<file path="config.mk">
export PLATFORM = sky130hd
export DESIGN_NAME = mips_imem_loader_flat
export DESIGN_NICKNAME = d
export VERILOG_FILES = /design/src/rtl/mips_imem_loader_if.sv /design/src/rtl/mips_imem_loader.sv /design/src/flat_wrapper.sv
export SDC_FILE = /design/constraint.sdc
export NUM_CORES = 1
export LEC_CHECK = 0
export CORE_ASPECT_RATIO = 1.4
export CORE_MARGIN = 3
export CORE_UTILIZATION = 35
export DETAILED_ROUTE_END_ITERATION = 7
export PLACE_DENSITY_LB_ADDON = 0.15
export SLEW_MARGIN = 25
export SYNTH_ARGS = -nofsm -noshare
export SYNTH_HDL_FRONTEND = slang
export SYNTH_SLANG_ARGS = --single-unit
</file>
<file path="constraint.sdc">
create_clock -name clk -period 8.8 [get_ports clk]
set_clock_uncertainty 0.2 [all_clocks]
set_input_delay 0.88 -clock clk [delete_from_list [all_inputs] [get_ports clk]]
set_output_delay 0.88 -clock clk [all_outputs]
set_load 0.02 [all_outputs]
</file>
<file path="src/rtl/mips_imem_loader_if.sv">
// mips_imem_loader_if
//   Bundles the loader's two data paths: the incoming byte stream
//   (valid/ready handshake) and the write port into InstructionMemory.
//   master : the loader itself (consumes bytes, drives memory writes)
//   slave  : the surrounding environment (byte source + instruction memory)
// Signals
//   byte_in_valid  source presents byte_in_data
//   byte_in_data   stream byte, MSB-first within each word
//   byte_in_ready  loader accepts a byte this cycle
//   imem_wr_en     one-cycle write strobe
//   imem_wr_addr   word-aligned byte address of the write
//   imem_wr_data   instruction word being written
interface mips_imem_loader_if #(
  parameter int ADDR_W = 32
);
  logic              byte_in_valid;
  logic [7:0]        byte_in_data;
  logic              byte_in_ready;
  logic              imem_wr_en;
  logic [ADDR_W-1:0] imem_wr_addr;
  logic [31:0]       imem_wr_data;

  modport master (
    input  byte_in_valid,
    input  byte_in_data,
    output byte_in_ready,
    output imem_wr_en,
    output imem_wr_addr,
    output imem_wr_data
  );

  modport slave (
    output byte_in_valid,
    output byte_in_data,
    input  byte_in_ready,
    input  imem_wr_en,
    input  imem_wr_addr,
    input  imem_wr_data
  );
endinterface

</file>
<file path="src/rtl/mips_imem_loader.sv">
// mips_imem_loader
//   Fills InstructionMemory from a byte stream. The stream starts with a
//   4-byte big-endian word count N, followed by N big-endian instructions.
//   Each assembled word is written at BASE_ADDR + 4*i in a single-cycle
//   WRITE state. The core is held off fetch until the image is complete.
// Ports
//   clk        core clock, rising edge
//   rst        synchronous reset, active low
//   bus        mips_imem_loader_if.master (byte stream in, imem write out)
//   reload     pulse in DONE to accept a fresh image
//   core_hold  1 while the core must not fetch
//   load_done  level, image fully written
//   load_err   level, header count exceeded IMEM_DEPTH (cleared by reset)
//   word_cnt   words written in the current load
module mips_imem_loader #(
  parameter int IMEM_DEPTH = 256,
  parameter int BASE_ADDR  = 0,
  parameter int ADDR_W     = 32
) (
  input  logic                clk,
  input  logic                rst,
  mips_imem_loader_if.master  bus,
  input  logic                reload,
  output logic                core_hold,
  output logic                load_done,
  output logic                load_err,
  output logic [31:0]         word_cnt
);

  typedef enum logic [2:0] {
    IDLE,
    HDR,
    DATA,
    WRITE,
    DONE,
    ERR
  } loadState_e;

  localparam logic [ADDR_W-1:0] BaseAddr = ADDR_W'(BASE_ADDR);
  localparam logic [31:0]       Depth    = 32'(IMEM_DEPTH);

  loadState_e  state;
  loadState_e  nextState;
  logic [1:0]  byteIdx;
  logic [31:0] hdrCount;
  logic [31:0] asmWord;
  logic [31:0] wordCnt;

  logic        byteTake;
  logic        lastByte;
  logic [31:0] newHdr;
  logic [31:0] wordCntNext;

  assign byteTake    = bus.byte_in_valid & bus.byte_in_ready;
  assign lastByte    = byteTake && (byteIdx == 2'd3);
  // Header value as it will be once the byte on the bus is shifted in;
  // lets the FSM decide the exit on the edge that takes the 4th byte.
  assign newHdr      = {hdrCount[23:0], bus.byte_in_data};
  assign wordCntNext = wordCnt + 32'd1;

  // State register. Reset always wins, whatever the inputs are doing.
  always_ff @(posedge clk) begin
    if (!rst) begin
      state <= IDLE;
    end else begin
      state <= nextState;
    end
  end

  // Next-state decode. WRITE lasts exactly one cycle; hdrCount already
  // holds the full N by the time any WRITE state is reached.
  always_comb begin
    nextState = state;
    case (state)
      IDLE:  nextState = HDR;
      HDR: begin
        if (lastByte) begin
          if (newHdr == 32'd0) begin
            nextState = DONE;
          end else if (newHdr > Depth) begin
            nextState = ERR;
          end else begin
            nextState = DATA;
          end
        end
      end
      DATA: begin
        if (lastByte) begin
          nextState = WRITE;
        end
      end
      WRITE: nextState = (wordCntNext == hdrCount) ? DONE : DATA;
      DONE: begin
        if (reload) begin
          nextState = HDR;
        end
      end
      ERR:     nextState = ERR;
      default: nextState = IDLE;
    endcase
  end

  // Byte assembly and word counting. byteIdx wraps naturally after the
  // 4th byte, so each header/word always starts at index 0. A reset in
  // the middle of a word clears byteIdx, so stale bytes never combine
  // with a new stream; the assembly register is fully refilled anyway.
  always_ff @(posedge clk) begin
    if (!rst) begin
      byteIdx  <= 2'd0;
      hdrCount <= 32'd0;
      asmWord  <= 32'd0;
      wordCnt  <= 32'd0;
    end else begin
      if (byteTake) begin
        byteIdx <= byteIdx + 2'd1;
      end
      if (byteTake && state == HDR) begin
        hdrCount <= newHdr;
      end
      if (byteTake && state == DATA) begin
        asmWord <= {asmWord[23:0], bus.byte_in_data};
      end
      if (state == HDR && lastByte) begin
        wordCnt <= 32'd0;
      end
      if (state == WRITE) begin
        wordCnt <= wordCntNext;
      end
      if (state == DONE && reload) begin
        wordCnt <= 32'd0;
        byteIdx <= 2'd0;
      end
    end
  end

  // Outputs are pure decodes of the registered state and datapath. The
  // write address is derived from wordCnt so it reads BASE_ADDR in reset
  // and wraps silently at ADDR_W bits.
  assign bus.byte_in_ready = (state == HDR) || (state == DATA);
  assign bus.imem_wr_en    = (state == WRITE);
  assign bus.imem_wr_addr  = BaseAddr + ADDR_W'({wordCnt[29:0], 2'b00});
  assign bus.imem_wr_data  = asmWord;
  assign core_hold         = (state != DONE);
  assign load_done         = (state == DONE);
  assign load_err          = (state == ERR);
  assign word_cnt          = wordCnt;

endmodule

</file>
<file path="src/flat_wrapper.sv">
// flat-port wrapper written by rule: the top's interface ports become plain ports
module mips_imem_loader_flat 
#(
  parameter int IMEM_DEPTH = 256,
  parameter int BASE_ADDR  = 0,
  parameter int ADDR_W     = 32
)
  (clk, rst, reload, core_hold, load_done, load_err, word_cnt, bus_byte_in_valid, bus_byte_in_data, bus_byte_in_ready, bus_imem_wr_en, bus_imem_wr_addr, bus_imem_wr_data);
  mips_imem_loader_if #(.ADDR_W(ADDR_W)) bus_i ();
  input  logic clk;
  input  logic rst;
  input  logic reload;
  output logic core_hold;
  output logic load_done;
  output logic load_err;
  output logic [31:0] word_cnt;
  input wire logic [$bits(bus_i.byte_in_valid)-1:0] bus_byte_in_valid;
  input wire logic [$bits(bus_i.byte_in_data)-1:0] bus_byte_in_data;
  output wire logic [$bits(bus_i.byte_in_ready)-1:0] bus_byte_in_ready;
  output wire logic [$bits(bus_i.imem_wr_en)-1:0] bus_imem_wr_en;
  output wire logic [$bits(bus_i.imem_wr_addr)-1:0] bus_imem_wr_addr;
  output wire logic [$bits(bus_i.imem_wr_data)-1:0] bus_imem_wr_data;
  assign bus_i.byte_in_valid = bus_byte_in_valid;
  assign bus_i.byte_in_data = bus_byte_in_data;
  assign bus_byte_in_ready = bus_i.byte_in_ready;
  assign bus_imem_wr_en = bus_i.imem_wr_en;
  assign bus_imem_wr_addr = bus_i.imem_wr_addr;
  assign bus_imem_wr_data = bus_i.imem_wr_data;
  mips_imem_loader #(.IMEM_DEPTH(IMEM_DEPTH), .BASE_ADDR(BASE_ADDR), .ADDR_W(ADDR_W)) u_core (.clk(clk), .rst(rst), .bus(bus_i), .reload(reload), .core_hold(core_hold), .load_done(load_done), .load_err(load_err), .word_cnt(word_cnt));
endmodule
</file>
==> metrics.md <==
| Metric | Value |
|---|---|
| Die ar. | `17340 um^2` |
| Worst slew margin | `39.28%` |
| Num CTS Buffers | `9` |
| Final Instance Area | `6746 um^2` |
| Via count of the first global-routing pass | `5010` |
| Port bufs | `110` |
| Share of cells above drive strength 1 | `5.316%` |
| DP HPWL | `11.95 mm` |
| Util after Layout | `44.23%` |
| Vias/cell | `5.336` |
| Cts hold-fix bufs | `0` |
| Number of enable flip-flop cells after synthesis | `0` |
| Leakage power | `0.002155 uW` |
| Placed instance area | `6459 um^2` |
| Core ar. | `15250 um^2` |
| Final period util | `44.78%` |
| Congestion Overflow GR | `0` |
| Number of library cell types mapped by synthesis | `59` |
| Final ANT Viol Nets | `0` |
| Post-synthesis mux area share | `0.3851%` |
| Commonest non-fill, non-tap cell in the layout | `nand2_1` |
| Slew Viols, Final | `0` |
| Synth Instances | `742` |
| Ys Warns | `0` |
| Hold Vio Cnt, Final | `0` |
| Crit start category | `register` |
| Min cycle time layout | `3.940 ns` |
| Flops & latches, synth | `101` |
| Compound-Gate Fraction of Synth Area | `18.03%` |
| Setup Buffers After CTS | `0` |
| CP Capture Type | `output port` |
| Total negative slack | `0 ns` |
| TritonRoute pass-1 iters | `5` |
| HP Class | `register to register` |
| Mean post-synth cell area | `7.443 um^2` |
| Synthesized cell area | `5523 um^2` |
| R2r startpoint | `u_core.word_cnt[0]` |
| Adder-cell share of the synthesized area | `0.4531%` |
| Sink of the worst hold path | `u_core.bus.imem_wr_data[26]` |
| Vias | `5240` |
| Most frequent cells in the layout | `167 x nand2_1, 110 x clkdlybuf4s50_1, 101 x dfxtp_1, 98 x a21oi_1, 38 x xnor2_1` |
| Post-DR wirelength/cell | `16.66 um` |
| RSZ-0062 raised after global routing | `no` |
| Top cell type's share of synthesized area | `36.61%` |
| Largest family of logic cells by synthesized area | `simple AND/OR/NAND/NOR gates` |
| Reg2Reg Depth | `8` |
| Fmax | `253.8 MHz` |
| Layout Nets | `799` |
| Worst-Skew Late Latency | `0.34 ns` |
| Most used DFF post-synth | `dfxtp_1` |
| H-Tree Depth | `3` |
| Most area-hungry cell type in the Yosys netlist | `dfxtp_1` |
| Max-cap violations | `0` |
| Total chip power | `884.9 uW` |
| Crit path DAT | `2.86 ns` |
| Worst-margin pin slew | `0.9098 ns` |
| Drt total wl | `16.36 mm` |
| Peak VDD IR | `0.08028 mV` |
| Critical path class | `register to output port` |
| Largest net degree at the start of global routing | `67` |
| Pwr/cell area | `131.2 nW/um^2` |
| Max Root-Sink Buffers | `2` |
| Reg2Reg Setup Slack | `5.41 ns` |
| CP max FO | `35` |
| Req. time, crit path | `7.72 ns` |
| CTS tree | `yes` |
| Syn-to-layout area delta | `22.16%` |
| I/O pins | `113` |
| Hold WS | `0.2548 ns` |
| DRT iter0 DRCs | `332` |
| Die H | `154.6 um` |
| Die Wd | `112.2 um` |
| Area contributors post-synth | `dfxtp_1 37%, nand2_1 11%, a21oi_1 8.9%` |
| DR DRC count | `0` |
| Initial core utilization | `36.21%` |
| Hold wc startpoint | `u_core.bus.imem_wr_data[26]` |
| Hold Path Cell Cnt | `2` |
| XOR/XNOR Fraction of Synth Area | `7.771%` |
| Placer Congestion | `0.8899` |
| Status | `completed` |
| Clk sinks | `101` |
| Seq/Total Area, Yosys | `36.61%` |
| Rows | `53` |
| Final setup viols | `0` |
| Root Buffer Master | `clkbuf_16` |
| Simple-gate share of the synthesized area | `27.89%` |
| # resized after CTS | `0` |
| First-pass GRT wire length | `26.68 mm` |
| Diodes inserted | `0` |
| Critical Path Source | `u_core.state[0]` |
| R2r endpoint | `u_core.state[1]` |
| Initial antenna violation count | `0` |
| Overall Global Routing Usage | `18.77%` |
| Clock Pin Slew Worst Setup and Hold Paths | `0.07 ns` |
| Asr flop ratio synth | `0%` |
critical path: stages (launching register included):
cell,delay [ns]
dfxtp_1,0.41
nor2b_1,0.29
nand2_1,0.09
buf_4,0.26
inv_1,0.70
clkdlybuf4s50_1,0.76
sequential cells by signal, summed over array words and instances (netlist names):
signal and flops:
u_core.state 3, u_core.word_cnt 32, u_core.byteIdx 2, u_core.bus.imem_wr_data 32
u_core.hdrCount 32
cells by family after synthesis:
logic type,count (synthesis)
buf+inv,92
fa+ha+maj,2
xor+xnor,49
other cells,1
mux,2
flops,101
simple gates,320
compound gates,175
final cells by class:
class,count,area [um^2]
inverters,8,30.03
repair buffers,115,1139
clock buffers,10,239.0
fillers,1603,8506
multi-input cells,550,3030
clock inverters,6,46.29
well taps,192,240.2
flip-flops and latches,101,2022
how the worst max path moves through the flow:
| stage | endpoint | cells past startpoint |
|---|---|---|
| after global placement | u_core.word_cnt[18] | 8 |
| after detailed placement | u_core.word_cnt[18] | 8 |
| after CTS | bus_imem_wr_en | 5 |
| after floorplan | u_core.state[1] | 8 |
| final | bus_imem_wr_en | 5 |
| after global routing | bus_imem_wr_en | 5 |
synthesized netlist by cell type (2+ instances only):
cell / number
a211oi_1: 6
a21oi_1: 98
a22oi_1: 4
a311oi_1: 4
a31o_2: 2
a31oi_1: 10
and2_1: 3
and3_1: 12
and4_1: 2
buf_2: 8
buf_4: 32
clkbuf_1: 40
clkbuf_2: 2
dfxtp_1: 101
ha_1: 2
inv_1: 8
nand2_1: 168
nand2b_1: 6
nand3_1: 13
nand3b_1: 3
nand4_1: 17
nor2_1: 38
nor2b_1: 4
nor3_1: 19
nor4_1: 16
nor4_4: 2
o211ai_1: 2
o21a_1: 3
o21ai_0: 33
o22ai_1: 2
or2_2: 3
or3_1: 4
or4_4: 2
xnor2_1: 38
xor2_1: 11
report_power, final:
group / leakage [uW] / switching, uW / total [uW] / internal [uW]
clock: 0.000135 / 180 / 381 / 201
combinational: 0.00121 / 24.8 / 39.2 / 14.4
sequential: 0.000815 / 4.90 / 465 / 460
layer usage:
metal	wire length [um]	vias up	track usage (%)
met4	311	0	5.613
met2	8523	150	34.19
met5	0	-	0
li1	-	2617	-
met3	946	22	3.914
met1	6579	2451	21.95
per-stage QoR:
step           cells  setup slack [ns]
3_5_place_dp     966             5.076
5_1_grt          982             4.558
6_report         982             4.860
2_1_floorplan    743             5.711
4_1_cts          982             4.856
3_3_place_gp     966             5.206
(Power assumes the default switching activity.)
